--- config.mk ---
export PLATFORM = sky130hd
export DESIGN_NAME = axi_stream_strip_header
export DESIGN_NICKNAME = d
export VERILOG_FILES = /design/src/rtl/axi_stream_strip_header.sv
export SDC_FILE = /design/constraint.sdc
export NUM_CORES = 1
export LEC_CHECK = 0
export ABC_AREA = 1
export BUFFER_PORTS_ARGS = -buffer_cell sky130_fd_sc_hd__buf_2
export CAP_MARGIN = 0
export CELL_PAD_IN_SITES_DETAIL_PLACEMENT = 1
export CELL_PAD_IN_SITES_GLOBAL_PLACEMENT = 1
export CORE_UTILIZATION = 40
export DETAILED_ROUTE_END_ITERATION = 6
export PLACE_DENSITY_LB_ADDON = 0.1
export SYNTH_ARGS = -nofsm -noshare
export SYNTH_HDL_FRONTEND = slang
export SYNTH_SLANG_ARGS = --single-unit
export TNS_END_PERCENT = 20
--- constraint.sdc ---
create_clock -name clk -period 3.7 [get_ports clk]
set_input_delay 0.555 -clock clk [delete_from_list [all_inputs] [get_ports clk]]
set_output_delay 0.555 -clock clk [all_outputs]
set_load 0.02 [all_outputs]
--- src/rtl/axi_stream_strip_header.sv ---
// AXI-Stream header stripper: drops the first (strip_cnt+1) bytes of each packet and
// realigns the payload so every non-last output beat is full. Output is one registered beat.
module axi_stream_strip_header #(
   parameter int DATA_WD      = 32,
   parameter int DATA_BYTE_WD = DATA_WD / 8,
   parameter int BYTE_CNT_WD  = $clog2(DATA_BYTE_WD)
) (
   input  logic                    clk,
   input  logic                    rst_n,
   input  logic                    valid_in,
   input  logic [DATA_WD-1:0]      data_in,
   input  logic [DATA_BYTE_WD-1:0] keep_in,
   input  logic                    last_in,
   output logic                    ready_in,
   input  logic [BYTE_CNT_WD-1:0]  strip_cnt,
   output logic                    valid_out,
   output logic [DATA_WD-1:0]      data_out,
   output logic [DATA_BYTE_WD-1:0] keep_out,
   output logic                    last_out,
   input  logic                    ready_out,
   output logic                    drop_pkt
);

   localparam int CW = BYTE_CNT_WD + 1;
   localparam logic [CW-1:0] W_BYTES = CW'(DATA_BYTE_WD);

   typedef enum logic [1:0] {IDLE, STREAM, FLUSH} state_t;

   state_t                    r_state;
   logic [DATA_WD-1:0]        r_res_data;
   logic [CW-1:0]             r_res_cnt;
   logic                      r_valid_out;
   logic [DATA_WD-1:0]        r_data_out;
   logic [DATA_BYTE_WD-1:0]   r_keep_out;
   logic                      r_last_out;
   logic                      r_drop_pkt;

   state_t                    w_state_nxt;
   logic [DATA_WD-1:0]        w_res_data_nxt;
   logic [CW-1:0]             w_res_cnt_nxt;
   logic                      w_emit;
   logic [DATA_WD-1:0]        w_out_data;
   logic [DATA_BYTE_WD-1:0]   w_out_keep;
   logic                      w_out_last;
   logic                      w_drop;

   logic                      w_adv;
   logic                      w_hs;
   logic [CW-1:0]             w_s;
   logic [CW-1:0]             w_n;
   logic [CW-1:0]             w_tot;
   logic [DATA_WD-1:0]        w_data_m;
   logic [DATA_WD-1:0]        w_shl;
   logic [2*DATA_WD-1:0]      w_cat;

   // MSB-packed byte enable with n ones; n=0 gives all zeros, n=W all ones.
   function automatic logic [DATA_BYTE_WD-1:0] f_keep_mask(input logic [CW-1:0] n);
      f_keep_mask = ~({DATA_BYTE_WD{1'b1}} >> n);
   endfunction

   assign w_adv    = !r_valid_out || ready_out;
   assign ready_in = w_adv && (r_state != FLUSH);
   assign w_hs     = valid_in && ready_in;
   assign w_s      = {1'b0, strip_cnt} + CW'(1);
   assign w_tot    = r_res_cnt + w_n;

   // Invalid lanes are zeroed up front so realigned beats are zero-filled automatically.
   // NOTE: every always_comb output gets a default first so no path can infer a latch.
   always_comb begin
      w_n      = '0;
      w_data_m = '0;
      for (int i = 0; i < DATA_BYTE_WD; i++) begin
         w_n = w_n + CW'(keep_in[i]);
         w_data_m[i*8 +: 8] = keep_in[i] ? data_in[i*8 +: 8] : 8'h00;
      end
   end

   // Residue sits in the top lanes; the new beat is slid in right behind it.
   assign w_shl = w_data_m << {w_s, 3'b000};
   assign w_cat = {r_res_data, {DATA_WD{1'b0}}}
                | ({w_data_m, {DATA_WD{1'b0}}} >> {r_res_cnt, 3'b000});

   always_comb begin
      w_state_nxt    = r_state;
      w_res_data_nxt = r_res_data;
      w_res_cnt_nxt  = r_res_cnt;
      w_emit         = 1'b0;
      w_out_data     = '0;
      w_out_keep     = '0;
      w_out_last     = 1'b0;
      w_drop         = 1'b0;
      case (r_state)
         IDLE: begin
            if (w_hs) begin
               if (!last_in) begin
                  w_res_data_nxt = w_shl;
                  w_res_cnt_nxt  = W_BYTES - w_s;
                  w_state_nxt    = STREAM;
               end else if (w_n > w_s) begin
                  w_emit     = 1'b1;
                  w_out_data = w_shl;
                  w_out_keep = f_keep_mask(w_n - w_s);
                  w_out_last = 1'b1;
               end else begin
                  w_drop = 1'b1;
               end
            end
         end
         STREAM: begin
            if (w_hs) begin
               w_emit     = 1'b1;
               w_out_data = w_cat[2*DATA_WD-1 -: DATA_WD];
               if (!last_in) begin
                  w_out_keep     = '1;
                  w_res_data_nxt = w_cat[DATA_WD-1:0];
               end else if (w_tot <= W_BYTES) begin
                  w_out_keep     = f_keep_mask(w_tot);
                  w_out_last     = 1'b1;
                  w_res_data_nxt = '0;
                  w_res_cnt_nxt  = '0;
                  w_state_nxt    = IDLE;
               end else begin
                  w_out_keep     = '1;
                  w_res_data_nxt = w_cat[DATA_WD-1:0];
                  w_res_cnt_nxt  = w_tot - W_BYTES;
                  w_state_nxt    = FLUSH;
               end
            end
         end
         FLUSH: begin
            if (w_adv) begin
               w_emit         = 1'b1;
               w_out_data     = r_res_data;
               w_out_keep     = f_keep_mask(r_res_cnt);
               w_out_last     = 1'b1;
               w_res_data_nxt = '0;
               w_res_cnt_nxt  = '0;
               w_state_nxt    = IDLE;
            end
         end
         default: w_state_nxt = IDLE;
      endcase
   end

   // NOTE: sequential state uses non-blocking assignments so all registers update together.
   always_ff @(posedge clk) begin
      if (!rst_n) begin
         r_state     <= IDLE;
         r_res_data  <= '0;
         r_res_cnt   <= '0;
         r_valid_out <= 1'b0;
         r_data_out  <= '0;
         r_keep_out  <= '0;
         r_last_out  <= 1'b0;
         r_drop_pkt  <= 1'b0;
      end else begin
         r_state    <= w_state_nxt;
         r_res_data <= w_res_data_nxt;
         r_res_cnt  <= w_res_cnt_nxt;
         r_drop_pkt <= w_drop;
         if (w_adv) begin
            r_valid_out <= w_emit;
            r_data_out  <= w_out_data;
            r_keep_out  <= w_out_keep;
            r_last_out  <= w_out_last;
         end
      end
   end

   assign valid_out = r_valid_out;
   assign data_out  = r_data_out;
   assign keep_out  = r_keep_out;
   assign last_out  = r_last_out;
   assign drop_pkt  = r_drop_pkt;

endmodule

==> impl_metrics.tcl <==
set metrics [dict create \
    clockBufferDepth 2 \
    synth_cell_types 36 \
    seq_area_frac_synth 0.264 \
    max-vdd-ir-drop_uv 281 \
    syn-num-nets 1040 \
    crit_family "adder cells" \
    cts_resized 0 \
    path_class "input port to flop" \
    cts_tree "built" \
    tightest_slew_ns 1.13 \
    r2r_slack_ns 1.08 \
    h-tree-depth 3 \
    gp_congestion 0.973 \
    critPathRequiredTime_ns 3.99 \
    grt_pass1_vias 6605 \
    crit_path_start_kind "input port" \
    path_cells "buf_2, fa_1, ha_1, ha_1, inv_1, fa_1, inv_1, nand2_1, nand2_1, nand2_1, nand2_2, buf_4, nand3_1, a31oi_1" \
    path_buf_inv 4 \
    drcViolationCount 0 \
    die-width_um 122 \
    drt_iter0_drc 542 \
    outcome "finished, final reports clean" \
    die-area_um2 14900 \
    yosys_warnings 0 \
    core_area_um2 14000 \
    clock_latency_ns 0.36 \
    path_depth 14 \
    drv_slew 0 \
    placed_cells 1194 \
    nFillCells 2005 \
    wl_per_cell_um 19.2 \
    setup_violations 0 \
    post-cts-setup-buffers 0 \
    hold_viol_final 0 \
    insertedDiodeCount 0 \
    grt_usage 0.327 \
    port_buffers 82 \
    max_stage_delay_ns 0.51 \
    start_util 0.412 \
    grt_setup_unrepaired "no" \
    power.density_nw_per_um2 601 \
    netlist_instances 983 \
    std_cell_rows 43 \
    timing.final.crit_share 0.823 \
    arrival_ns 3.33 \
    hold_path.class "flop to flop" \
    drive_gt1_frac 0.139 \
    ant_nets 0 \
    critPathMaxFanout 14 \
    cts.sinks 76 \
    synthesis.area_um2 5770 \
    max_slew_margin 0.242 \
    finalPower_mw 3.91 \
    stdcell_count 1210 \
    reg2reg_depth 6 \
    avgSynthCellArea_um2 5.87 \
    maxCapViolCount 0 \
    overflow 0 \
    cpMostUsedCell "nand2_1" \
    cts_made_buffers 9 \
    finClkSkew_ns 0.00761 \
    hpwl_um 17600 \
    grt_pass1_wl_um 36700 \
    vias 6872 \
    grt_start_max_net_pins 42 \
    root_buffer "clkbuf_16" \
    syn_to_final_growth_pct 12.7 \
    firstDrtPassIters 5 \
    final.setup.tns_ns 0 \
    wl_um 23200 \
    nNetsFinal 1082 \
    ioPinCount 83 \
    post_drt_via_cell_ratio 5.68 \
    endpoint_kind "flop" \
    period_needed_ns 3.04 \
    fmax_mhz 329 \
    power.leakage_nw 2.85 \
    whs_path_depth 2 \
    cts.hold.buffers_added 0 \
    critPathSlowestCell "fa_1" \
    antenna_found_initial 0 \
    postLayoutCoreUtil 0.465 \
    fp.dieH_um 122 \
    clk_pin_slew_ns 0.07 \
    ys_ff_latch 76 \
]
[synth_stat cells]
master    instances  area (um2)
nand2_1         372        1400
a21oi_1         105         526
nand3_1         100         500
dfxtp_1          76        1520
o21ai_0          70         350
nor2_1           56         210
clkbuf_1         31         116
buf_2            28         140
inv_1            28         105
a31oi_1          14        87.6
ha_1             11         138
nand4_1          10        62.6
o21ai_1           9        45.0
o21bai_1          9        67.6
a211oi_1          8        60.1
o211ai_1          8        60.1
buf_4             7        52.6
inv_2             6        22.5
nand2_2           5        31.3
nor2_2            4        25.0
nor2_4            4        45.0
buf_6             3        33.8
clkinv_1          3        11.3
fa_1              3        60.1
clkbuf_2          2        10.0
a21oi_2           1        8.76
and2_1            1        6.26
clkinv_2          1        5.00
nand3_4           1        17.5
nor3_1            1        5.00
nor4_1            1        6.26
o21a_1            1        7.51
o21ai_2           1        8.76
o31ai_1           1        7.51
or2_1             1        6.26
xor2_1            1        8.76
[placed cells by master, fill, tap and decap left out, types with 11 or more instances in the layout]
master	instances
dfxtp_1	76
a31oi_1	14
buf_2	82
ha_1	11
nand2_1	372
buf_4	19
a21oi_1	105
nor2_1	54
nand3_1	100
o21ai_0	70
inv_1	28
[worst register-to-register path, stage by stage, from the launching register on]
cell and delay (ns):
dfxtp_1 0.33, inv_1 0.10, ha_1 0.65, nand2_2 0.44, nor2_1 0.62, nand3_1 0.21
a31oi_1 0.20
[metal layers]
layer  GRT usage  part of all wire  up-vias
met1       0.425              0.44     3246
met5           0                 0        -
met2       0.520              0.46      234
met3      0.0618             0.058       58
met4       0.149             0.041        0
li1            -                 -     3334
[cell type report]
| cell class | count | area, um2 | share of cell area |
|---|---|---|---|
| Multi-Input combinational cell | 798 | 3750 | 0.577 |
| Sequential cell | 76 | 1520 | 0.234 |
| Timing Repair Buffer | 102 | 573 | 0.0882 |
| Clock buffer | 9 | 225 | 0.0347 |
| Tap cell | 180 | 225 | 0.0347 |
| Inverter | 38 | 144 | 0.0221 |
| Clock inverter | 7 | 57.6 | 0.00886 |
[where the power goes]
group,internal [mW],switching (mW),leakage (nW),total (mW)
clock,0.465,0.408,0.135,0.874
combinational,0.530,1.41,2.10,1.94
sequential,1.00,0.0930,0.620,1.09
[metrics by stage]
step                      hold WS (ns)  setup slack (ns)  instance area (um2)
final                            0.461             0.657                 6500
after global routing             0.481             0.485                 6500
after CTS                        0.463             0.670                 6500
after detailed placement         0.452             0.305                 6220
after global placement           0.453             0.419                 6220
after floorplan                  0.490             0.846                 5770
[kinds of logic after synthesis]
| family | Yosys count | synth area share |
|---|---|---|
| flops | 76 | 0.264 |
| fa+ha+maj | 14 | 0.0343 |
| buf+inv | 109 | 0.0862 |
| xor+xnor | 1 | 0.00152 |
| simple gates | 556 | 0.401 |
| compound gates | 227 | 0.213 |
[flip-flops by register name, summed over array words and instances (netlist names)]
name,flops
keep_out,4
valid_out,1
drop_pkt,1
last_out,1
r_res_data,32
r_res_cnt,3
r_state,2
data_out,32
[final timing paths]
path | endpoint | startpoint
setup / recovery | r_res_data[16] | keep_in[0]
hold / removal | data_out[26] | data_out[26]
setup reg to reg | r_res_data[21] | r_state[1]
hold reg to reg | data_out[26] | data_out[26]
Note: power is estimated with default switching activity, not from simulation.
